File: src/rtl/dma_6502.sv
// Single-channel memory-to-memory DMA for the 6502 bus: stalls the CPU via RDY,
// copies LEN bytes from SRC to DST, then returns the bus and flags DONE/IRQ.
module dma_6502 #(
  parameter int unsigned                    address_width = 16,
  parameter int unsigned                    data_width    = 8,
  parameter logic [address_width-1:0]       BaseAddress   = 16'h9400
) (
  input  logic                     clk_i,
  input  logic                     reset_i,
  input  logic [address_width-1:0] cpu_address_i,
  input  logic [data_width-1:0]    cpu_data_i,
  input  logic                     cpu_we_i,
  input  logic [data_width-1:0]    bus_data_i,
  output logic [address_width-1:0] bus_address_o,
  output logic [data_width-1:0]    bus_data_o,
  output logic                     bus_we_o,
  output logic [data_width-1:0]    data_o,
  output logic                     cpu_rdy_o,
  output logic                     irq_o
);

  localparam int unsigned AW = address_width;
  localparam int unsigned DW = data_width;

  typedef enum logic [1:0] {
    S_IDLE,
    S_READ,
    S_WRITE,
    S_RESTORE
  } state_e;

  state_e          state_q, state_d;
  logic [AW-1:0]   src_q, src_d, dst_q, dst_d, len_q, len_d;
  logic [AW-1:0]   src_cnt_q, src_cnt_d, dst_cnt_q, dst_cnt_d, len_cnt_q, len_cnt_d;
  logic            irq_en_q, irq_en_d, src_fixed_q, src_fixed_d, dst_fixed_q, dst_fixed_d;
  logic            done_q, done_d, rdy_q, rdy_d;
  logic [DW-1:0]   data_q, data_d;

  logic            in_win;
  logic [2:0]      offset;
  logic            reg_wr;

  assign in_win = (cpu_address_i[AW-1:3] == BaseAddress[AW-1:3]);
  assign offset = cpu_address_i[2:0];
  assign reg_wr = (state_q == S_IDLE) && cpu_we_i && in_win;

  always_ff @(posedge clk_i) begin
    if (reset_i) begin
      state_q     <= S_IDLE;
      src_q       <= '0;
      dst_q       <= '0;
      len_q       <= '0;
      src_cnt_q   <= '0;
      dst_cnt_q   <= '0;
      len_cnt_q   <= '0;
      irq_en_q    <= 1'b0;
      src_fixed_q <= 1'b0;
      dst_fixed_q <= 1'b0;
      done_q      <= 1'b0;
      rdy_q       <= 1'b1;
      data_q      <= '0;
    end else begin
      state_q     <= state_d;
      src_q       <= src_d;
      dst_q       <= dst_d;
      len_q       <= len_d;
      src_cnt_q   <= src_cnt_d;
      dst_cnt_q   <= dst_cnt_d;
      len_cnt_q   <= len_cnt_d;
      irq_en_q    <= irq_en_d;
      src_fixed_q <= src_fixed_d;
      dst_fixed_q <= dst_fixed_d;
      done_q      <= done_d;
      rdy_q       <= rdy_d;
      data_q      <= data_d;
    end
  end

  // Next state, register writes and the bus mux.
  always_comb begin
    state_d       = state_q;
    src_d         = src_q;
    dst_d         = dst_q;
    len_d         = len_q;
    src_cnt_d     = src_cnt_q;
    dst_cnt_d     = dst_cnt_q;
    len_cnt_d     = len_cnt_q;
    irq_en_d      = irq_en_q;
    src_fixed_d   = src_fixed_q;
    dst_fixed_d   = dst_fixed_q;
    done_d        = done_q;
    rdy_d         = rdy_q;
    bus_address_o = cpu_address_i;
    bus_data_o    = cpu_data_i;
    bus_we_o      = cpu_we_i;

    unique case (state_q)
      S_IDLE: begin
        if (reg_wr) begin
          unique case (offset)
            3'd0: src_d[7:0]  = cpu_data_i;
            3'd1: src_d[15:8] = cpu_data_i;
            3'd2: dst_d[7:0]  = cpu_data_i;
            3'd3: dst_d[15:8] = cpu_data_i;
            3'd4: len_d[7:0]  = cpu_data_i;
            3'd5: len_d[15:8] = cpu_data_i;
            3'd6: begin
              irq_en_d    = cpu_data_i[1];
              src_fixed_d = cpu_data_i[2];
              dst_fixed_d = cpu_data_i[3];
              if (cpu_data_i[7]) done_d = 1'b0;
              if (cpu_data_i[0]) begin
                if (len_q != '0) begin
                  src_cnt_d = src_q;
                  dst_cnt_d = dst_q;
                  len_cnt_d = len_q;
                  rdy_d     = 1'b0;
                  state_d   = S_READ;
                end else begin
                  done_d = 1'b1;
                end
              end
            end
            default: ;
          endcase
        end
      end
      S_READ: begin
        bus_address_o = src_cnt_q;
        bus_data_o    = '0;
        bus_we_o      = 1'b0;
        state_d       = S_WRITE;
      end
      S_WRITE: begin
        bus_address_o = dst_cnt_q;
        bus_data_o    = bus_data_i;
        bus_we_o      = 1'b1;
        len_cnt_d     = len_cnt_q - AW'(1);
        if (!src_fixed_q) src_cnt_d = src_cnt_q + AW'(1);
        if (!dst_fixed_q) dst_cnt_d = dst_cnt_q + AW'(1);
        state_d = (len_cnt_q == AW'(1)) ? S_RESTORE : S_READ;
      end
      S_RESTORE: begin
        // Re-present the CPU's frozen address so its pending read data is correct.
        bus_address_o = cpu_address_i;
        bus_we_o      = 1'b0;
        rdy_d         = 1'b1;
        done_d        = 1'b1;
        state_d       = S_IDLE;
      end
      default: state_d = S_IDLE;
    endcase
  end

  // Register read data, one cycle behind the address like the peripherals.
  always_comb begin
    data_d = '0;
    if ((state_q == S_IDLE) && in_win) begin
      unique case (offset)
        3'd0: data_d = src_q[7:0];
        3'd1: data_d = src_q[15:8];
        3'd2: data_d = dst_q[7:0];
        3'd3: data_d = dst_q[15:8];
        3'd4: data_d = len_q[7:0];
        3'd5: data_d = len_q[15:8];
        3'd6: data_d = {4'b0000, dst_fixed_q, src_fixed_q, irq_en_q, 1'b0};
        3'd7: data_d = {6'b000000, done_q, (state_q != S_IDLE)};
        default: data_d = '0;
      endcase
    end
  end

  assign data_o    = data_q;
  assign cpu_rdy_o = rdy_q;
  assign irq_o     = done_q & irq_en_q;

endmodule

File: config.mk
export PLATFORM = sky130hd
export DESIGN_NAME = dma_6502
export DESIGN_NICKNAME = d
export VERILOG_FILES = /design/src/rtl/dma_6502.sv
export SDC_FILE = /design/constraint.sdc
export NUM_CORES = 1
export LEC_CHECK = 0
export CAP_MARGIN = 20
export CORE_MARGIN = 2
export CORE_UTILIZATION = 25
export DETAILED_ROUTE_END_ITERATION = 6
export DONT_BUFFER_PORTS = 1
export SYNTH_ARGS = -nofsm -noshare
export SYNTH_HDL_FRONTEND = slang
export SYNTH_SLANG_ARGS = --single-unit
File: constraint.sdc
create_clock -name clk_i -period 3.2 [get_ports clk_i]
set_input_delay 0.48 -clock clk_i [delete_from_list [all_inputs] [get_ports clk_i]]
set_output_delay 0.48 -clock clk_i [all_outputs]
set_load 0.005 [all_outputs]
Word-level counts from Yosys, hierarchy flattened
Cells that the tools add are included.

Input bits: 35. Register bits after elaboration: 111.

Add/subtract/negate cells: 3. Eq/ne operators: 18. Multiplexer cells: 38. Bitwise gates (word level): 2. Reduce and logical (&&, ||, !) cells: 24.

Operators with widths (count): $mux W16 (14); $pmux W16 S2 (4); $pmux W8 S8 (1); $add A16 B1 Y16 const B (2); $reduce_and A3 Y1 (8); $eq A16 B1 Y1 const B (1); $pmux W8 S2 (1); $reduce_bool A16 Y1 (1); $sub A16 B1 Y16 const B (1); $eq A13 B13 Y1 const B (1); $eq A3 B3 Y1 const B (4); $reduce_and A6 Y1 (2); $mux W2 (5); $reduce_and A5 Y1 (2); $mux W1 (9); $ne A2 B2 Y1 const B (4); $pmux W2 S4 (1); $eq A3 B2 Y1 const B (2); $pmux W1 S2 (3); $reduce_bool A2 Y1 (3); $eq A2 B2 Y1 const B (2); $ne A2 B1 Y1 const B (2); $reduce_and A4 Y1 (1); $reduce_or A2 Y1 (2); 7 further kinds (9).

Logic depth before layout (Yosys ltp)
Gate-level depths: netlist of the first run.

Depth after elaboration: 6. Gate-level depth with buffers: 10. Gate-level depth less buffers: 7.

Worst setup path after synthesis of the first run
OpenSTA, ideal clock, no wires.

Kind: register -> output. Start point: register state_q[0]. End point: output port bus_address_o[12]. Path slack: 0.802 ns. Cell stages (with the launch flop): 9. Required time: 2.720 ns. Path buffers: 4. Arrival: 1.918 ns. Cell sequence: dfxtp_1 inv_1 ha_1 clkbuf_1 clkbuf_1 clkbuf_1 buf_1 a22oi_1 a21oi_1.

Longest elaborated chain between the ends: 2.

RTL lines: start: declaration (line 32) `state_e state_q, state_d;`; start signal: assignment (line 63) `state_q <= state_d;`; $eq A2 B2 Y1 or $eq A2 B1 Y1 (tied branches) (line 97) `unique case (state_q)`; $pmux W16 S2 * (line 97); end: declaration (line 14) `output logic [address_width-1:0] bus_address_o,`.

Mark *: on every way between the ends. The rest lies on a longest branch, timed or not.

Worst setup path in the final report of the first run
Start point: register state_q[0]. End point: output port bus_data_o[7].

Longest elaborated chain between the ends: 2.

RTL lines: $eq A2 B2 Y1 or $eq A2 B1 Y1 (tied branches) (line 97); $pmux W8 S2 * (line 97); end: declaration (line 15) `output logic [data_width-1:0] bus_data_o,`.

Marked as above.

==> results of run 1 <==
## worst register-to-register path: cells and delay by family, from the launching register on
| kind | cells | cell delay (ps) |
|---|---|---|
| AND/OR/NAND/NOR | 3 | 1160 |
| adder cells (fa/ha/maj) | 1 | 170 |
| buffers and inverters | 1 | 100 |
| flip-flops | 1 | 360 |
| AO/OA/AOI/OAI | 2 | 910 |
## registers in the layout (all words and copies together) (netlist names)
register,count
cpu_rdy_o,1
data_o,8
done_q,1
dst_cnt_q,16
dst_fixed_q,1
dst_q,16
irq_en_q,1
len_cnt_q,16
len_q,16
src_cnt_q,16
src_fixed_q,1
src_q,16
state_q,2
## power breakdown
part,internal [mW],switching (mW),leakage (nW)
clock network,0.681,0.550,0.151
logic,0.0226,0.0299,1.44
registers,1.38,0.00000841,0.894
## kinds of logic (layout without fill, tap and decap cells)
kind of cell,after synthesis,in the layout
buf+inv,94,60
mux,57,57
compound gates,274,274
simple gates,296,296
flops,111,111
fa+ha+maj,8,8
## area by class of cell
class                   count  area (um^2)  area share [%]
clock buffers               9          225            3.18
well taps                 330          413            5.84
repair buffers             18          135            1.91
flip-flops and latches    111         2220            31.4
inverters                  27          101            1.43
clock inverters             6         86.3            1.22
multi-input cells         635         3890            55.0
## synthesized netlist by cell type, types with 8 or more instances
cell type  number  share of area, %
mux2i_1        52               8.0
nand2b_1        8              0.77
a31oi_1        17               1.6
nor2_1         96               5.6
a211oi_1        8              0.93
or4_1           8              0.93
nand2_1        60               3.5
nor2b_1        21               2.0
a22oi_1        24               2.8
o21ai_0        71               5.5
buf_2           8              0.62
nand4_1        10              0.97
clkbuf_1       52               3.0
and3_1         10              0.97
nand3_1        19               1.5
inv_1          26               1.5
dfxtp_1       111                34
a21oi_1        90               7.0
ha_1            8               1.5
nor3_1         19               1.5
## per-layer routing
layer  GRT usage (%)  up-vias  wire length (um)
li1                -     2994                 -
met1            24.2     3022             10400
met2            24.3      337              9500
met3            3.64       29              2340
met4            5.22        0               474
met5               0        -                 0
## how the worst min path moves through the flow
stage,from,to,slack (ps),cells after the start
global placement,len_cnt_q[1],len_cnt_q[1],450,2
finish,reset_i,len_cnt_q[1],200,1
detailed placement,len_cnt_q[1],len_cnt_q[1],460,2
global route,reset_i,dst_cnt_q[14],180,1
CTS,reset_i,len_cnt_q[13],180,1
floorplan,len_cnt_q[1],len_cnt_q[1],440,2
## through the flow
stage	hold slack, ps	util (%)	std cells	setup WS (ps)	power [mW]
after detailed placement	455	26.7	1121	284	1.46
after global routing	180	27.9	1136	177	2.74
after floorplan	440	-	840	802	1.49
after CTS	183	27.9	1136	386	2.68
final	205	27.9	1136	417	2.66
after global placement	447	26.7	1121	437	1.46
==> key figures, run 1 <==
Timing
  – Min Tclk post-route: 2780 ps
  – RSZ-0062 raised after global routing: false
  – Final Max Tran Viols: 0
  – Final Hold Fails: 0
  – Final TNS setup: 0 ps
  – Setup Skew: 7.90 ps
  – Finish-stage setup viols: 0
  – Crit share post-route: 87.0%
  – Slew @ Worst Pin: 744 ps
  – Fmax: 0.359 GHz
  – Slew HR: 50.0%

Global routing
  – Vias in the first global route: 5616
  – First-pass GRT wire length: 34100 um
  – Largest net degree at the start of global routing: 109
  – GRT Total Usage: 16.6%
  – Initial antenna violation count: 0
  – GR Overflow Total: 0

Worst setup path
  – Crit. Startpoint: state_q[0]
  – FF-to-FF path depth: 7
  – Crit path capture type: output pin
  – CP arrival: 2300 ps
  – WP buf/inv: 2
  – R2R setup slack: 420 ps
  – CP startpoint kind: flip-flop
  – Top delay family on crit path: adder cells
  – End point of the critical path: bus_data_o[7]
  – WP data required: 2720 ps
  – CP peak stage delay: 630 ps
  – Critical R2R Launch: state_q[0]
  – Reg2reg end: dst_cnt_q[4]
  – Crit path cell chain: inv_1 -> ha_2 -> buf_4 -> and2_1 -> nand2_1 -> o21ai_0
  – Critical Path Stages: 6
  – Critical Path Fanout Max: 33
  – Worst Setup Path Type: flip-flop to output pin
  – Critical path's slowest cell: ha_2

Final layout
  – Leading cell type in the layout, fill and taps excluded: dfxtp_1
  – Share of cells above drive strength 1: 7.07%
  – Number of diodes: 0
  – Fillers: 2713
  – Fin nets: 845
  – Area Growth Syn to Fin: 9.28%
  – Final Cell Area: 7070 um^2
  – Most frequent cells in the layout: dfxtp_1, nor2_1, a21oi_1

Yosys
  – Mux share of post-synthesis cell area: 8.91%
  – Synth Area in Compound Gates: 26.2%
  – Dominant synthesized flop cell: dfxtp_1
  – Mean post-synth cell area: 7.70 um^2
  – Yosys warning count: 0
  – Register area share after synthesis: 34.3%
  – Simple-Gate Fraction of Synth Area: 23.3%
  – Syn Nets: 883
  – Post-synth EDFFs: 0
  – Synthesized instance count: 840
  – Post-Syn Area: 6470 um^2
  – Area share of fa/ha/maj cells after synthesis: 1.55%
  – Main combinational cell family by area after synthesis: compound AO/OA/AOI/OAI gates
  – Post-Synth XOR/XNOR Area: 0%
  – FFs w/ async S/R, synth: 0%
  – Synth cell types: 64
  – Synth Register Bits: 111

Route
  – Drt pass-1 iters: 5
  – # DRC: 0
  – Routed Antenna Nets: 0
  – Via density: 5.62
  – Via count: 6382
  – Number of DRC markers in iteration 0: 877
  – Drt wl/cell: 20.0 um
  – Drt total wl: 22700 um

Clock network
  – H-tree depth: 3
  – Clk_lat worst skew: 370 ps
  – Post-CTS sizing: 0
  – Post-CTS Setup Bufs: 0
  – Clk buf depth: 2
  – CTS hold repair buffers: 0
  – CTS tree: built
  – Cts bufs inserted: 9
  – Clock Sinks: 111
  – Clock transition at the registers of the reported paths: 80 ps
  – Root buf cell: clkbuf_16

Floorplan
  – Row cnt: 58
  – Die Y: 165 um
  – Io pins: 70
  – Initial Util: 25.6%
  – Core ar.: 25300 um^2
  – Die W: 165 um
  – Die area: 27200 um^2

Run status
  – Status: finished clean

Place
  – IO buf count: 0
  – RePlAce Congestion: 0.902
  – Placed Area: 6760 um^2
  – Final HPWL DP: 16100 um

Power
  – VDD IR-drop max: 252 uV
  – Pwr/cell area: 377 nW/um^2
  – Leakage: 2.48 nW

Min path
  – HP Class: input pin to flip-flop

Job
  – Max Cap Violations: 0
No activity file was read; power rests on OpenSTA's default activity.
==> inputs of run 2 (changes only) <==
--- a/config.mk
+++ b/config.mk
@@ -7,7 +7,7 @@
 export LEC_CHECK = 0
 export CAP_MARGIN = 20
 export CORE_MARGIN = 2
-export CORE_UTILIZATION = 25
+export CORE_UTILIZATION = 40
 export DETAILED_ROUTE_END_ITERATION = 6
 export DONT_BUFFER_PORTS = 1
 export SYNTH_ARGS = -nofsm -noshare
==> run 2 against run 1 <==
Clock-buffer cell count is 2 higher. Largest power group unchanged. Critical path type is now flip-flop to flip-flop. Non-clock buffer count grew 1. Sequential cell count unchanged. Register-to-register slack gained 97 ps. First-iteration DRC count down 23%. Utilization grew 16 points. Worst hold slack got worse by 26 ps. Critical path depth is the same.
==> key figures, run 2 (synthesis gave the netlist of run 1 again) <==
Run status
  – Status: finished clean

Timing
  – Fmax: 0.372 GHz (+3.6%)
  – Final TNS setup: 0 ps (unchanged)
  – RSZ-0062 raised after global routing: false
  – Slew @ Worst Pin: 774 ps (+30.5 ps)
  – Final Hold Fails: 0 (unchanged)
  – Crit share post-route: 84.0% (-3.0 points)
  – Final setup margin: 513 ps (+96.8 ps)
  – Final Max Tran Viols: 0 (unchanged)
  – Min Tclk post-route: 2690 ps (-96.8 ps)
  – Finish-stage setup viols: 0 (unchanged)
  – Setup Skew: 8.26 ps (+0.351 ps)
  – Hold WS: 179 ps (-26.4 ps)
  – Slew HR: 48.0% (-2.0 points)

Clock network
  – H-tree depth: 3 (unchanged)
  – Post-CTS sizing: 0 (unchanged)
  – Post-CTS Setup Bufs: 0 (unchanged)
  – Clock transition at the registers of the reported paths: 80 ps (about the same)
  – CTS hold repair buffers: 0 (unchanged)
  – Root buf cell: clkbuf_16
  – Clk_lat worst skew: 360 ps (about the same)
  – Clock Sinks: 111 (unchanged)
  – Cts bufs inserted: 9 (unchanged)
  – CTS tree: built
  – Clk buf depth: 2 (unchanged)

Floorplan
  – Initial Util: 40.9% (+15 points)
  – Die Y: 131 um (-20%)
  – Row cnt: 46 (-21%)
  – Core ar.: 15800 um^2 (-38%)
  – Die W: 131 um (-20%)
  – Io pins: 70 (unchanged)
  – Die area: 17200 um^2 (-37%)

Worst setup path
  – Crit path capture type: flip-flop
  – R2R setup slack: 510 ps (+100 ps)
  – Crit. Startpoint: len_q[7]
  – End point of the critical path: len_cnt_q[9]
  – Reg2reg end: len_cnt_q[9]
  – FF-to-FF path depth: 6 (-1)
  – Worst Setup Path Type: flip-flop to flip-flop
  – CP startpoint kind: flip-flop
  – WP data required: 3490 ps (+770 ps)
  – Critical Path Fanout Max: 16 (-52%)
  – Critical R2R Launch: len_q[7]
  – CP arrival: 2980 ps (+680 ps)

Final layout
  – Area Growth Syn to Fin: 7.17%
  – Share of cells above drive strength 1: 7.06% (-0.0088 points)
  – Util after Layout: 43.8% (+16 points)
  – Number of diodes: 0 (unchanged)
  – Fin nets: 846 (+0.12%)
  – Most frequent cells in the layout: dfxtp_1, nor2_1, a21oi_1
  – Fillers: 1622 (-40%)
  – Leading cell type in the layout, fill and taps excluded: dfxtp_1

Route
  – Drt total wl: 21600 um (-4.8%)
  – Drt wl/cell: 21.1 um (+5.7%)
  – Via density: 6.09 (+8.4%)
  – Routed Antenna Nets: 0 (unchanged)
  – Number of DRC markers in iteration 0: 673 (-23%)
  – Drt pass-1 iters: 7 (+2)
  – Via count: 6231 (-2.4%)
  – # DRC: 0 (unchanged)

Power
  – Leakage: 2.48 nW (about the same)
  – Pwr/cell area: 377 nW/um^2 (about the same)
  – VDD IR-drop max: 231 uV (-8.0%)
  – Final Total Pwr: 2.61 mW (-2.0%)

Global routing
  – Vias in the first global route: 5712 (+1.7%)
  – Initial antenna violation count: 0 (unchanged)
  – Largest net degree at the start of global routing: 109 (unchanged)
  – First-pass GRT wire length: 33400 um (-2.2%)
  – GRT Total Usage: 24.6% (+7.9 points)
  – GR Overflow Total: 0 (unchanged)

Job
  – Max Cap Violations: 0 (unchanged)

Place
  – RePlAce Congestion: 0.898 (-0.40%)
  – IO buf count: 0 (unchanged)
  – DP Worst Slack: 544 ps (+259 ps)
  – Final HPWL DP: 15000 um (-6.5%)

Min path
  – HP Class: input pin to flip-flop
[run 2: cell count changes in the layout (fill, tap and decap cells not counted)]
cell / previous run / this run
clkinv_2: 2 / 0
buf_12: 0 / 1
bufinv_16: 2 / 1
clkbuf_1: 0 / 1
clkbuf_8: 0 / 1
inv_6: 0 / 1
[run 2: critical path: stages (launching register included)]
cell and delay (ps):
dfxtp_1 340, or4_1 590, o41ai_4 570, o31a_1 640
buf_4 260, o21ai_0 90, a21oi_1 150
[run 2: final cells by class]
cell class | count | area (um^2) | area share (%)
clock buffers | 11 | 243 | 3.50
clock inverters | 4 | 55.1 | 0.794
inverters | 27 | 101 | 1.46
multi-input cells | 635 | 3890 | 56.1
flip-flops and latches | 111 | 2220 | 32.0
well taps | 216 | 270 | 3.90
repair buffers | 19 | 155 | 2.24
[run 2: per-layer routing]
layer  vias up  GRT usage, %  share of wire [%]
li1       2981             -                  -
met2       297          36.1                 42
met5         -             0                  0
met1      2929          36.7                 48
met3        24          3.59                7.5
met4         0          8.15                1.8
[run 2: through the flow]
step	cells	instance area, um^2
6_report	1023	6940
5_1_grt	1023	6940
4_1_cts	1023	6940
3_5_place_dp	1008	6640
3_3_place_gp	1008	6640
2_1_floorplan	840	6470
[run 2: worst min-delay path by stage]
stage | endpoint | slack (ps) | startpoint | cells past startpoint
4_1_cts | src_cnt_q[12] | 190 | reset_i | 1
5_1_grt | src_cnt_q[8] | 170 | reset_i | 1
3_5_place_dp | len_cnt_q[8] | 470 | len_cnt_q[8] | 2
6_report | dst_cnt_q[9] | 180 | reset_i | 1
3_3_place_gp | len_cnt_q[1] | 460 | len_cnt_q[1] | 2
2_1_floorplan | len_cnt_q[1] | 440 | len_cnt_q[1] | 2
[run 2: report_power, final]
part	switching, mW	internal (mW)
clock	0.548	0.630
combinational	0.0296	0.0235
sequential	0.00000769	1.38
==> inputs of run 3 (changes only) <==
==> constraint.sdc (replaced) <==
create_clock -name clk_i -period 2.3 [get_ports clk_i]
set_input_delay 0.345 -clock clk_i [delete_from_list [all_inputs] [get_ports clk_i]]
set_output_delay 0.345 -clock clk_i [all_outputs]
set_load 0.005 [all_outputs]
==> run 3 against run 2 <==
Sequential power increased by 39%. Final area increased by 5.7%. Setup slack got worse by 400 ps. Clock skew decreased by 1.5 ps. Non-clock buffer count increased by 42. Via count increased by 2.2%. Largest cell class unchanged. Largest power group unchanged.
==> key figures, run 3 (synthesis gave the netlist of run 1 again) <==
Run status
  – Status: finished clean

Route
  – Via density: 5.97 (-1.9%)
  – # DRC: 0 (unchanged)
  – Drt total wl: 21800 um (+0.87%)
  – Drt pass-1 iters: 5 (-2)
  – Routed Antenna Nets: 0 (unchanged)
  – Drt wl/cell: 20.4 um (-3.2%)
  – Number of DRC markers in iteration 0: 629 (-6.5%)
  – Via count: 6369 (+2.2%)

Place
  – RePlAce Congestion: 0.891 (-0.88%)
  – DP Cell Count: 1049 (+4.1%)
  – DP Worst Slack: -13.3 ps (-557 ps)
  – Final HPWL DP: 15600 um (+3.9%)
  – IO buf count: 0 (unchanged)

Timing
  – Finish-stage setup viols: 0 (unchanged)
  – Setup Skew: 6.72 ps (-1.54 ps)
  – Final Max Tran Viols: 0 (unchanged)
  – Slew HR: 64.8% (+17 points)
  – Fmax: 0.457 GHz (+23%)
  – Final Hold Fails: 0 (unchanged)
  – Slew @ Worst Pin: 525 ps (-250 ps)
  – Min Tclk post-route: 2190 ps (-500 ps)
  – Crit share post-route: 95.1% (+11 points)
  – Final setup margin: 114 ps (-400 ps)
  – Hold WS: 64.9 ps (-114 ps)

Final layout
  – Number of diodes: 0 (unchanged)
  – Share of cells above drive strength 1: 12.7% (+5.6 points)
  – Most frequent cells in the layout: dfxtp_1, nor2_1, a21oi_1
  – Final cell count without fillers: 1066 (+4.2%)
  – Fin nets: 888 (+5.0%)
  – Area Growth Syn to Fin: 13.3%
  – Leading cell type in the layout, fill and taps excluded: dfxtp_1
  – Util after Layout: 46.3% (+2.5 points)

Global routing
  – Gr busiest metal: met2
  – Vias in the first global route: 5985 (+4.8%)
  – Largest net degree at the start of global routing: 109 (unchanged)
  – Met2 Use GR: 37.6% (+1.5 points)
  – Global Route met1 Usage: 37.0% (+0.29 points)
  – First-pass GRT wire length: 34600 um (+3.7%)
  – Met3 Use GR: 4.55% (+0.96 points)
  – GR Overflow Total: 0 (unchanged)
  – GRT Total Usage: 25.2% (+0.61 points)
  – Initial antenna violation count: 0 (unchanged)

Clock network
  – Clk buf depth: 2 (unchanged)
  – Clk_lat worst skew: 360 ps (about the same)
  – Cts bufs inserted: 9 (unchanged)
  – H-tree depth: 3 (unchanged)
  – CTS tree: built
  – Clock Sinks: 111 (unchanged)
  – Root buf cell: clkbuf_16
  – Clock transition at the registers of the reported paths: 80 ps (about the same)

Floorplan
  – Row cnt: 46 (unchanged)
  – Initial Util: 40.9% (unchanged)
  – Die area: 17200 um^2 (unchanged)
  – Core ar.: 15800 um^2 (unchanged)
  – Io pins: 70 (unchanged)
  – Die Y: 131 um (unchanged)
  – Die W: 131 um (unchanged)

Worst setup path
  – R2R setup slack: 110 ps (-400 ps)
  – Crit path capture type: flip-flop
  – Critical Path Stages: 4 (-2)
  – CP peak stage delay: 570 ps (-70 ps)
  – Critical Path Fanout Max: 6 (-10)
  – FF-to-FF path depth: 4 (-2)
  – WP data required: 2570 ps (-920 ps)
  – WP buf/inv: 0 (-1)
  – Top delay family on crit path: simple AND/OR/NAND/NOR gates
  – Critical path's slowest cell: or4_4
  – Crit path cell chain: or4_4 -> or3_4 -> or4_1 -> a311oi_1
  – CP arrival: 2460 ps (-520 ps)
  – CP startpoint kind: flip-flop
  – Worst Setup Path Type: flip-flop to flip-flop

Min path
  – HP Class: input pin to flip-flop
  – Hold Crit Depth: 1 (unchanged)

Power
  – VDD IR-drop max: 411 uV (+78%)
  – Leakage: 2.74 nW (+10%)
  – Pwr/cell area: 481 nW/um^2 (+28%)

Job
  – Max Cap Violations: 0 (unchanged)
-- run 3: through the flow --
stage	setup TNS, ps	area [um^2]	total power, mW
after floorplan	0	6470	2.07
after global routing	-9.42	7330	3.64
after detailed placement	-13.3	6980	2.04
final	0	7330	3.53
after global placement	0	6980	2.04
after CTS	0	7280	3.56
-- run 3: worst register-to-register path: cells and delay by family (launching register included) --
kind / cells / cell delay, ps
simple gates: 3 / 1500
compound gates: 1 / 280
flops: 1 / 320
-- run 3: timing repair --
action	in CTS	in global routing
resized for setup	1	12
hold buffers	0	0
buffers inserted	1	0
setup endpoints to repair	11	73
pin swaps	1	1
-- run 3: path summary, 6_finish.rpt --
path | from | to
worst max-delay path | len_cnt_q[5] | state_q[1]
worst min-delay path | reset_i | dst_cnt_q[5]
worst min register to register | len_cnt_q[1] | len_cnt_q[1]
worst max register to register | len_cnt_q[5] | state_q[1]
-- run 3: layout make-up --
| class | count | area (um^2) |
|---|---|---|
| clock buffer | 10 | 239 |
| timing repair buffer | 61 | 519 |
| inverter | 27 | 101 |
| clock inverter | 6 | 46.3 |
| fill | 1589 | 8500 |
| tap | 216 | 270 |
| multi-input combinational | 635 | 3930 |
| sequential | 111 | 2220 |
-- run 3: power breakdown --
group          switching, mW  leakage [nW]  internal [mW]
clock network          0.764         0.123          0.767
registers         0.00000950         0.894           1.92
logic                 0.0405          1.72         0.0343
total                  0.805          2.74           2.72
-- run 3: per-layer routing --
layer | vias up | share of wire (%)
li1 | 3074 | -
met1 | 2970 | 48
met2 | 294 | 43
met3 | 31 | 8.0
met4 | 0 | 1.7
met5 | - | 0
